--- src/rtl/mips32_pkg.sv ---
// Shared types for the MIPS32 register-dump engine.
// Optional checksum beat: define MIPS32_DUMP_CKSUM_EN to add the CKSUM state.
package mips32_pkg;

  localparam int unsigned IDX_W  = 5;
  localparam int unsigned DATA_W = 32;

  typedef enum logic [2:0] {
    ST_IDLE  = 3'd0,
    ST_READ  = 3'd1,
    ST_CAPT  = 3'd2,
    ST_SEND  = 3'd3
`ifdef MIPS32_DUMP_CKSUM_EN
    , ST_CKSUM = 3'd4
`endif
  } dump_state_e;

endpackage

--- src/rtl/mips32_edge_det.sv ---
// Rising-edge detector for the core HALTED flag.
// The first clock after reset only loads the history flop, so a level that
// is already high when reset releases is not seen as an edge.
module mips32_edge_det (
  input  logic clk,
  input  logic rst,
  input  logic d,
  output logic rise
);

  logic d_q;
  logic armed_q;
  logic d_d;
  logic armed_d;

  // Next history value and arming flag
  always_comb begin
    d_d     = d;
    armed_d = 1'b1;
  end

  // History and arming registers
  always_ff @(posedge clk or posedge rst) begin
    if (rst) begin
      d_q     <= 1'b0;
      armed_q <= 1'b0;
    end else begin
      d_q     <= d_d;
      armed_q <= armed_d;
    end
  end

  assign rise = d & ~d_q & armed_q;

endmodule

--- src/rtl/mips32_reg_dump.sv ---
// Post-halt register-file readout engine: walks R0..R(NUM_REGS-1) through the
// register-file read port and streams each value over valid/ready.
// Optional checksum beat: define MIPS32_DUMP_CKSUM_EN.
module mips32_reg_dump
  import mips32_pkg::*;
#(
  parameter int unsigned NUM_REGS = 32
) (
  input  logic              clk1,
  input  logic              rst,
  input  logic              halted,
  input  logic              start,
  output logic [IDX_W-1:0]  rf_addr,
  input  logic [DATA_W-1:0] rf_data,
  output logic              out_valid,
  input  logic              out_ready,
  output logic [DATA_W-1:0] out_data,
  output logic [IDX_W-1:0]  out_idx,
  output logic              out_last,
  output logic              out_cksum,
  output logic              busy,
  output logic              done
);

  dump_state_e       state_q, state_d;
  logic [IDX_W-1:0]  idx_q, idx_d;
  logic              out_valid_q, out_valid_d;
  logic [DATA_W-1:0] out_data_q, out_data_d;
  logic [IDX_W-1:0]  out_idx_q, out_idx_d;
  logic              out_last_q, out_last_d;
  logic              done_q, done_d;
`ifdef MIPS32_DUMP_CKSUM_EN
  logic              out_cksum_q, out_cksum_d;
  logic [DATA_W-1:0] xor_q, xor_d;
`endif

  logic halted_rise;
  logic trig;
  logic is_last;

  mips32_edge_det u_edge (
    .clk  (clk1),
    .rst  (rst),
    .d    (halted),
    .rise (halted_rise)
  );

  assign trig    = halted_rise | start;
  assign is_last = (idx_q == IDX_W'(NUM_REGS - 1));

  // Next-state and datapath update
  always_comb begin
    state_d     = state_q;
    idx_d       = idx_q;
    out_valid_d = out_valid_q;
    out_data_d  = out_data_q;
    out_idx_d   = out_idx_q;
    out_last_d  = out_last_q;
    done_d      = 1'b0;
`ifdef MIPS32_DUMP_CKSUM_EN
    out_cksum_d = out_cksum_q;
    xor_d       = xor_q;
`endif
    case (state_q)
      ST_IDLE: begin
        if (trig) begin
          idx_d   = '0;
          state_d = ST_READ;
`ifdef MIPS32_DUMP_CKSUM_EN
          xor_d   = '0;
`endif
        end
      end
      ST_READ: begin
        state_d = ST_CAPT;
      end
      ST_CAPT: begin
        out_data_d  = rf_data;
        out_idx_d   = idx_q;
        out_valid_d = 1'b1;
`ifdef MIPS32_DUMP_CKSUM_EN
        out_last_d  = 1'b0;
        xor_d       = xor_q ^ rf_data;
`else
        out_last_d  = is_last;
`endif
        state_d     = ST_SEND;
      end
      ST_SEND: begin
        if (out_ready) begin
          out_valid_d = 1'b0;
          out_last_d  = 1'b0;
`ifdef MIPS32_DUMP_CKSUM_EN
          // The checksum beat reuses SEND; out_cksum_q tells it apart from
          // the last register beat.
          out_cksum_d = 1'b0;
          if (out_cksum_q) begin
            done_d  = 1'b1;
            idx_d   = '0;
            state_d = ST_IDLE;
          end else if (is_last) begin
            state_d = ST_CKSUM;
          end else begin
            idx_d   = idx_q + 1'b1;
            state_d = ST_READ;
          end
`else
          if (is_last) begin
            done_d  = 1'b1;
            idx_d   = '0;
            state_d = ST_IDLE;
          end else begin
            idx_d   = idx_q + 1'b1;
            state_d = ST_READ;
          end
`endif
        end
      end
`ifdef MIPS32_DUMP_CKSUM_EN
      ST_CKSUM: begin
        out_data_d  = xor_q;
        out_idx_d   = idx_q;
        out_valid_d = 1'b1;
        out_last_d  = 1'b1;
        out_cksum_d = 1'b1;
        state_d     = ST_SEND;
      end
`endif
      default: begin
        idx_d   = '0;
        state_d = ST_IDLE;
      end
    endcase
  end

  // State and output registers
  always_ff @(posedge clk1 or posedge rst) begin
    if (rst) begin
      state_q     <= ST_IDLE;
      idx_q       <= '0;
      out_valid_q <= 1'b0;
      out_data_q  <= '0;
      out_idx_q   <= '0;
      out_last_q  <= 1'b0;
      done_q      <= 1'b0;
`ifdef MIPS32_DUMP_CKSUM_EN
      out_cksum_q <= 1'b0;
      xor_q       <= '0;
`endif
    end else begin
      state_q     <= state_d;
      idx_q       <= idx_d;
      out_valid_q <= out_valid_d;
      out_data_q  <= out_data_d;
      out_idx_q   <= out_idx_d;
      out_last_q  <= out_last_d;
      done_q      <= done_d;
`ifdef MIPS32_DUMP_CKSUM_EN
      out_cksum_q <= out_cksum_d;
      xor_q       <= xor_d;
`endif
    end
  end

  // idx_q is cleared on every return to IDLE, so the read port idles at R0.
  assign rf_addr   = idx_q;
  assign out_valid = out_valid_q;
  assign out_data  = out_data_q;
  assign out_idx   = out_idx_q;
  assign out_last  = out_last_q;
  assign busy      = (state_q != ST_IDLE);
  assign done      = done_q;
`ifdef MIPS32_DUMP_CKSUM_EN
  assign out_cksum = out_cksum_q;
`else
  assign out_cksum = 1'b0;
`endif

endmodule

--- config.mk ---
export PLATFORM = sky130hd
export DESIGN_NAME = mips32_reg_dump
export DESIGN_NICKNAME = d
export VERILOG_FILES = /design/src/rtl/mips32_pkg.sv /design/src/rtl/mips32_edge_det.sv /design/src/rtl/mips32_reg_dump.sv
export SDC_FILE = /design/constraint.sdc
export NUM_CORES = 1
export LEC_CHECK = 0
export ABC_CLOCK_PERIOD_IN_PS = 2100
export BUFFER_PORTS_ARGS = -buffer_cell sky130_fd_sc_hd__buf_2
export CORE_AREA = 2 2 59 83
export DETAILED_ROUTE_END_ITERATION = 8
export DIE_AREA = 0 0 61 85
export MAX_ROUTING_LAYER = met4
export PLACE_DENSITY = 0.87
export SYNTH_ARGS = -nofsm -noshare
export SYNTH_HDL_FRONTEND = slang
export SYNTH_HIERARCHICAL = 1
export SYNTH_SLANG_ARGS = --single-unit
export TNS_END_PERCENT = 10
--- constraint.sdc ---
create_clock -name clk1 -period 2.1 [get_ports clk1]
set_input_delay 0.315 -clock clk1 [delete_from_list [all_inputs] [get_ports clk1]]
set_output_delay 0.315 -clock clk1 [all_outputs]
set_load 0.005 [all_outputs]
==> flow_summary.yaml, run 1 <==
cts:
  h-tree-depth: 2
  clk_path_buf_depth: 2
  holdBufCountCts: 1
  worst_skew_pair.late_latency_ps: 290
  numCtsBuffers: 5
  ctsResizeCount: 0
  path_clk_slew_ps: 80
  postCtsSetupRepairBufs: 0
  cts_tree: "built"
  clockRootBuffer: "clkbuf_8"
  clock_sinks: 49
logic_synthesis:
  synth-simple-area-share_pct: 7.02
  async_flop_share_pct: 100
  synth_fp_nets: 184
  synth_top_area_share_pct: 60.4
  synthMuxAreaShare_pct: 22.1
  synth-compound-area-share_pct: 3.33
  syn_area_um2: 2030
  synth_top_family_by_area: "multiplexers"
  synth_cell_types: 30
  yosysWarnings: 6
  syn_avg_cell_area_um2: 14.3
  synth_cells: 142
  synth_flop_cell: "dfrtp_1"
  ys_ff_latch: 49
  synthAdderAreaFrac_pct: 3.08
  ys_seq_area_share_pct: 60.4
  synth-xor-area-share_pct: 0
  yosys-top-cells-area: "dfrtp_1 (60%), mux2_2 (22%), ha_1 (3.1%)"
  synth_area_leader_cell: "dfrtp_1"
  synth-edff-count: 0
layout:
  final_util_pct: 57.8
  final_layout_size_suffix_gt1_share_pct: 58.8
  n_antenna_cell: 0
  nets: 269
  syn2layout_area_growth_pct: 27.1
  final_cells: 290
  final_area_um2: 2580
critical_path:
  max_stage_delay_ps: 430
  cp-end-kind: "register"
  r2r_slack_ps: 220
  start_kind: "register"
  cp.buffers_inverters: 0
  crit_type: "reg -> reg"
  cp_top_family: "simple AND/OR/NAND/NOR gates"
  path_cells: "ha_1, and3_1, ha_1, nand2b_1, or3_1, o211ai_1"
  worstPathRequired_ps: 2310
  worst-path-max-fanout: 5
  path_common_cell: "ha_1"
  arrival_ps: 2090
  slowest_stage: "dfrtp_1"
pwr:
  p_int_mw: 2.46
  seq_power_share_pct: 43.1
  p_leak_nw: 1.31
  p_switching_mw: 1.14
  comb_power_share_pct: 42.8
  power.total_mw: 3.60
  p_per_area_nw_per_um2: 1390
  netSwitchingFraction_pct: 31.8
  pwr-share-clk_pct: 14.2
  peakVddDrop_mv: 0.701
sta:
  setup_viol_count_final: 0
  slew_headroom_pct: 61.8
  finalHoldViolCount: 0
  worst_pin_slew_ps: 573
  finalCriticalPeriod_ps: 1880
  fin_tns_setup_ps: 0
  rsz0062_at_grt: "false"
  hold_slack_ps: 144
  timing.fmax_ghz: 0.533
  fin_skew_ps: 2.31
  timing.final.crit_share_pct: 89.4
  finalMaxSlewViolations: 0
  fin_ws_ps: 223
drt:
  wire_per_inst_um: 13.2
  drtIter0Drc: 27
  via_per_inst: 4.84
  first_pass_iters: 4
  route.detailed.drc: 0
  vias: 1405
  ant_nets: 0
  routed_wl_um: 3820
floorplan:
  die_area_um2: 5190
  start_util_pct: 45.5
  die_y_um: 85
  fp-row-count: 29
  core-area_um2: 4460
  die_w_um: 61
  ios: 84
grt:
  track_usage_pct: 16.0
  antenna_found_initial: 0
  grt_max_degree: 48
  grt_pass1_vias: 1423
  grt_pass1_wl_um: 6090
  grt_overflow_total: 0
run_status:
  run_status: "completed"
placement:
  globalplace.congestion: 0.827
  placedCellCount: 281
  place_ws_ps: 215
  dpl.hpwl_um: 2900
  io_buffers: 82
  dpl_cell_area_um2: 2490
worst_hold_path:
  hold_class: "in -> reg"
flow_run:
  maxCapViolations: 0
## cells in the final DEF (no fill, tap or decap), drive strengths merged, types with 3 or more instances in the layout
cell / netlist / final
dfrtp: 49 / 49
mux2: 39 / 39
ha: 5 / 5
clkbuf: 2 / 8
o21ai: 3 / 3
nor2: 3 / 3
buf: 6 / 85
inv: 6 / 6
nand2: 3 / 3
o31ai: 4 / 4
## cell usage after synthesis, drive strengths merged, types with 2 or more instances
cell type  count
nand2b         2
nor2           3
ha             5
o31ai          4
or3            2
nand3          2
mux2          39
nor3b          2
nand2          3
buf            6
nor2b          2
inv            6
and3           2
clkbuf         2
conb           2
dfrtp         49
o21ai          3
## logic make-up after synthesis
kind of cell | Yosys count
AOI/OAI and AO/OA | 10
adders and majority gates | 5
buffers and inverters | 14
DFF | 49
muxes | 40
other | 2
and+or+nand+nor | 22
## power by group through the flow
stage / Sequential (mW) / Combinational, mW / Clock (mW)
final: 1.55 / 1.54 / 0.511
after global routing: 1.60 / 1.69 / 0.572
after CTS: 1.56 / 1.56 / 0.542
after detailed placement: 1.57 / 1.56 / 0
after global placement: 1.55 / 1.50 / 0
after floorplan: 1.60 / 0.951 / 0
## state kept, by name (all words and copies together), names as in the netlist
signal / cells
done: 1
out_data: 32
out_idx: 5
out_last: 1
out_valid: 1
rf_addr: 5
state_q: 2
u_edge/armed_q: 1
u_edge/d_q: 1
## per-layer routing
metal | vias to the layer above | part of all wire, % | wire (um) | GRT usage, %
li1 | 658 | - | - | -
met1 | 690 | 38 | 1450 | 17.3
met2 | 51 | 56 | 2140 | 27.1
met3 | 6 | 4.8 | 182 | 4.27
met4 | 0 | 1.3 | 51 | 6.32
met5 | - | 0 | 0 | -
## worst paths after layout
check / cells after the start / startpoint / end
max: 6 / rf_addr[0]$_DFFE_PP0P_ / rf_addr[3]$_DFFE_PP0P_
min: 1 / halted / u_edge/d_q$_DFF_PP0_
max reg2reg: 6 / rf_addr[0]$_DFFE_PP0P_ / rf_addr[3]$_DFFE_PP0P_
min reg2reg: 1 / out_data[30]$_DFFE_PP0P_ / out_data[30]$_DFFE_PP0P_
max in group asynchronous: 4 / rst / out_data[28]$_DFFE_PP0P_
min in group asynchronous: 3 / rst / u_edge/armed_q$_DFF_PP0_
## worst reg2reg max path, delay by kind of cell (launching register included)
family	cells	cell delay, ps
compound gates	1	160
fa+ha+maj	2	460
flops	1	430
simple gates	3	750
## final cells by class
class	count	area, um2
tap	62	77.6
timing repair buffer	86	443
fill	395	1880
multi-input combinational	79	732
clock buffer	8	80.1
sequential	49	1230
inverter	6	22.5
(Power assumes the default switching activity.)
==> inputs of run 2 (changes only) <==
Settings changed: RECOVER_POWER set to 50.
==> flow_summary.yaml, run 2 (same netlist as run 1, synthesis figures left out) <==
run_status:
  run_status: "completed"
drt:
  ant_nets: 0
  first_pass_iters: 4
  drtIter0Drc: 25
  via_per_inst: 4.83
  routed_wl_um: 3850
  wire_per_inst_um: 13.3
  route.detailed.drc: 0
  vias: 1402
sta:
  finalMaxSlewViolations: 0
  slew_headroom_pct: 26.0
  rsz0062_at_grt: "false"
  worst_pin_slew_ps: 1110
  timing.final.crit_share_pct: 89.2
  setup_viol_count_final: 0
  timing.fmax_ghz: 0.534
  finalHoldViolCount: 0
  fin_tns_setup_ps: 0
  fin_skew_ps: 2.60
  finalCriticalPeriod_ps: 1870
placement:
  globalplace.congestion: 0.827
  dpl_cell_area_um2: 2490
  dpl.hpwl_um: 2900
  io_buffers: 82
grt:
  grt_pass1_wl_um: 6090
  track_usage_pct: 16.0
  grt_pass1_vias: 1423
  antenna_found_initial: 0
  grt_overflow_total: 0
  grt_max_degree: 48
layout:
  final_common_cell: "buf_2"
  syn2layout_area_growth_pct: 25.6
  nets: 269
  final_area_um2: 2550
  final_layout_size_suffix_gt1_share_pct: 48.2
  seq_area_um2: 1230
  largest_reg_flops: 32
  multi_input_area_um2: 732
  mostFrequentLayoutCells: "buf_2 (59), dfrtp_1 (49), mux2_2 (39)"
  fillCellCount: 405
  n_antenna_cell: 0
cts:
  clockRootBuffer: "clkbuf_8"
  ctsResizeCount: 0
  path_clk_slew_ps: 80
  worst_skew_pair.late_latency_ps: 290
  clk_path_buf_depth: 2
  numCtsBuffers: 5
  cts_tree: "built"
  holdBufCountCts: 1
  postCtsSetupRepairBufs: 0
  h-tree-depth: 2
  clock_sinks: 49
critical_path:
  arrival_ps: 2080
  worstPathRequired_ps: 2310
  cp-end-kind: "register"
  worst-path-max-fanout: 5
  start_kind: "register"
  crit_type: "reg -> reg"
worst_hold_path:
  hold_class: "in -> reg"
pwr:
  peakVddDrop_mv: 0.691
  p_leak_nw: 1.24
  p_per_area_nw_per_um2: 1400
floorplan:
  core-area_um2: 4460
  die_w_um: 61
  die_y_um: 85
  die_area_um2: 5190
  ios: 84
  start_util_pct: 45.5
  fp-row-count: 29
flow_run:
  maxCapViolations: 0
[run 2: through the flow]
stage | util (%) | hold WS (ps) | setup WS, ps | power, mW | cells
2_1_floorplan | - | 56.2 | 353 | 2.55 | 142
3_3_place_gp | 55.8 | 179 | 310 | 3.05 | 281
3_5_place_dp | 55.8 | 182 | 215 | 3.13 | 281
4_1_cts | 57.8 | 131 | 218 | 3.66 | 290
5_1_grt | 57.1 | 126 | 69.6 | 3.82 | 290
6_report | 57.1 | 145 | 226 | 3.56 | 290
[run 2: layout make-up]
cell class / count / share of cell area (%)
Sequential cell: 49 / 48.1
Multi-Input combinational cell: 79 / 28.7
Timing Repair Buffer: 86 / 16.1
Clock buffer: 8 / 3.14
Tap cell: 62 / 3.04
Inverter: 6 / 0.883
[run 2: where the power goes]
part	switching [mW]	internal (mW)
Sequential	0.210	1.35
Combinational	0.667	0.825
Clock	0.273	0.237
[run 2: final timing paths]
check	slack, ps	endpoint	from	depth (start not counted)
setup / recovery	230	rf_addr[3]$_DFFE_PP0P_	rf_addr[0]$_DFFE_PP0P_	6
hold / removal	150	u_edge/d_q$_DFF_PP0_	halted	1
setup reg to reg	230	rf_addr[3]$_DFFE_PP0P_	rf_addr[0]$_DFFE_PP0P_	6
hold reg to reg	500	out_data[5]$_DFFE_PP0P_	out_data[5]$_DFFE_PP0P_	1
max in group asynchronous	500	out_data[28]$_DFFE_PP0P_	rst	4
min in group asynchronous	410	u_edge/armed_q$_DFF_PP0_	rst	3
[run 2: metal layers]
layer,GRT usage [%],wire (um)
met3,4.27,183
met2,27.1,2150
met4,6.32,51
met5,-,0
met1,17.3,1470
[run 2: worst max-delay path, cell delays in order, from the launching register on]
cell and delay, ps:
dfrtp_1 430, ha_1 240, and3_1 190, ha_1 220
nand2b_1 190, or3_1 370, o211ai_1 160
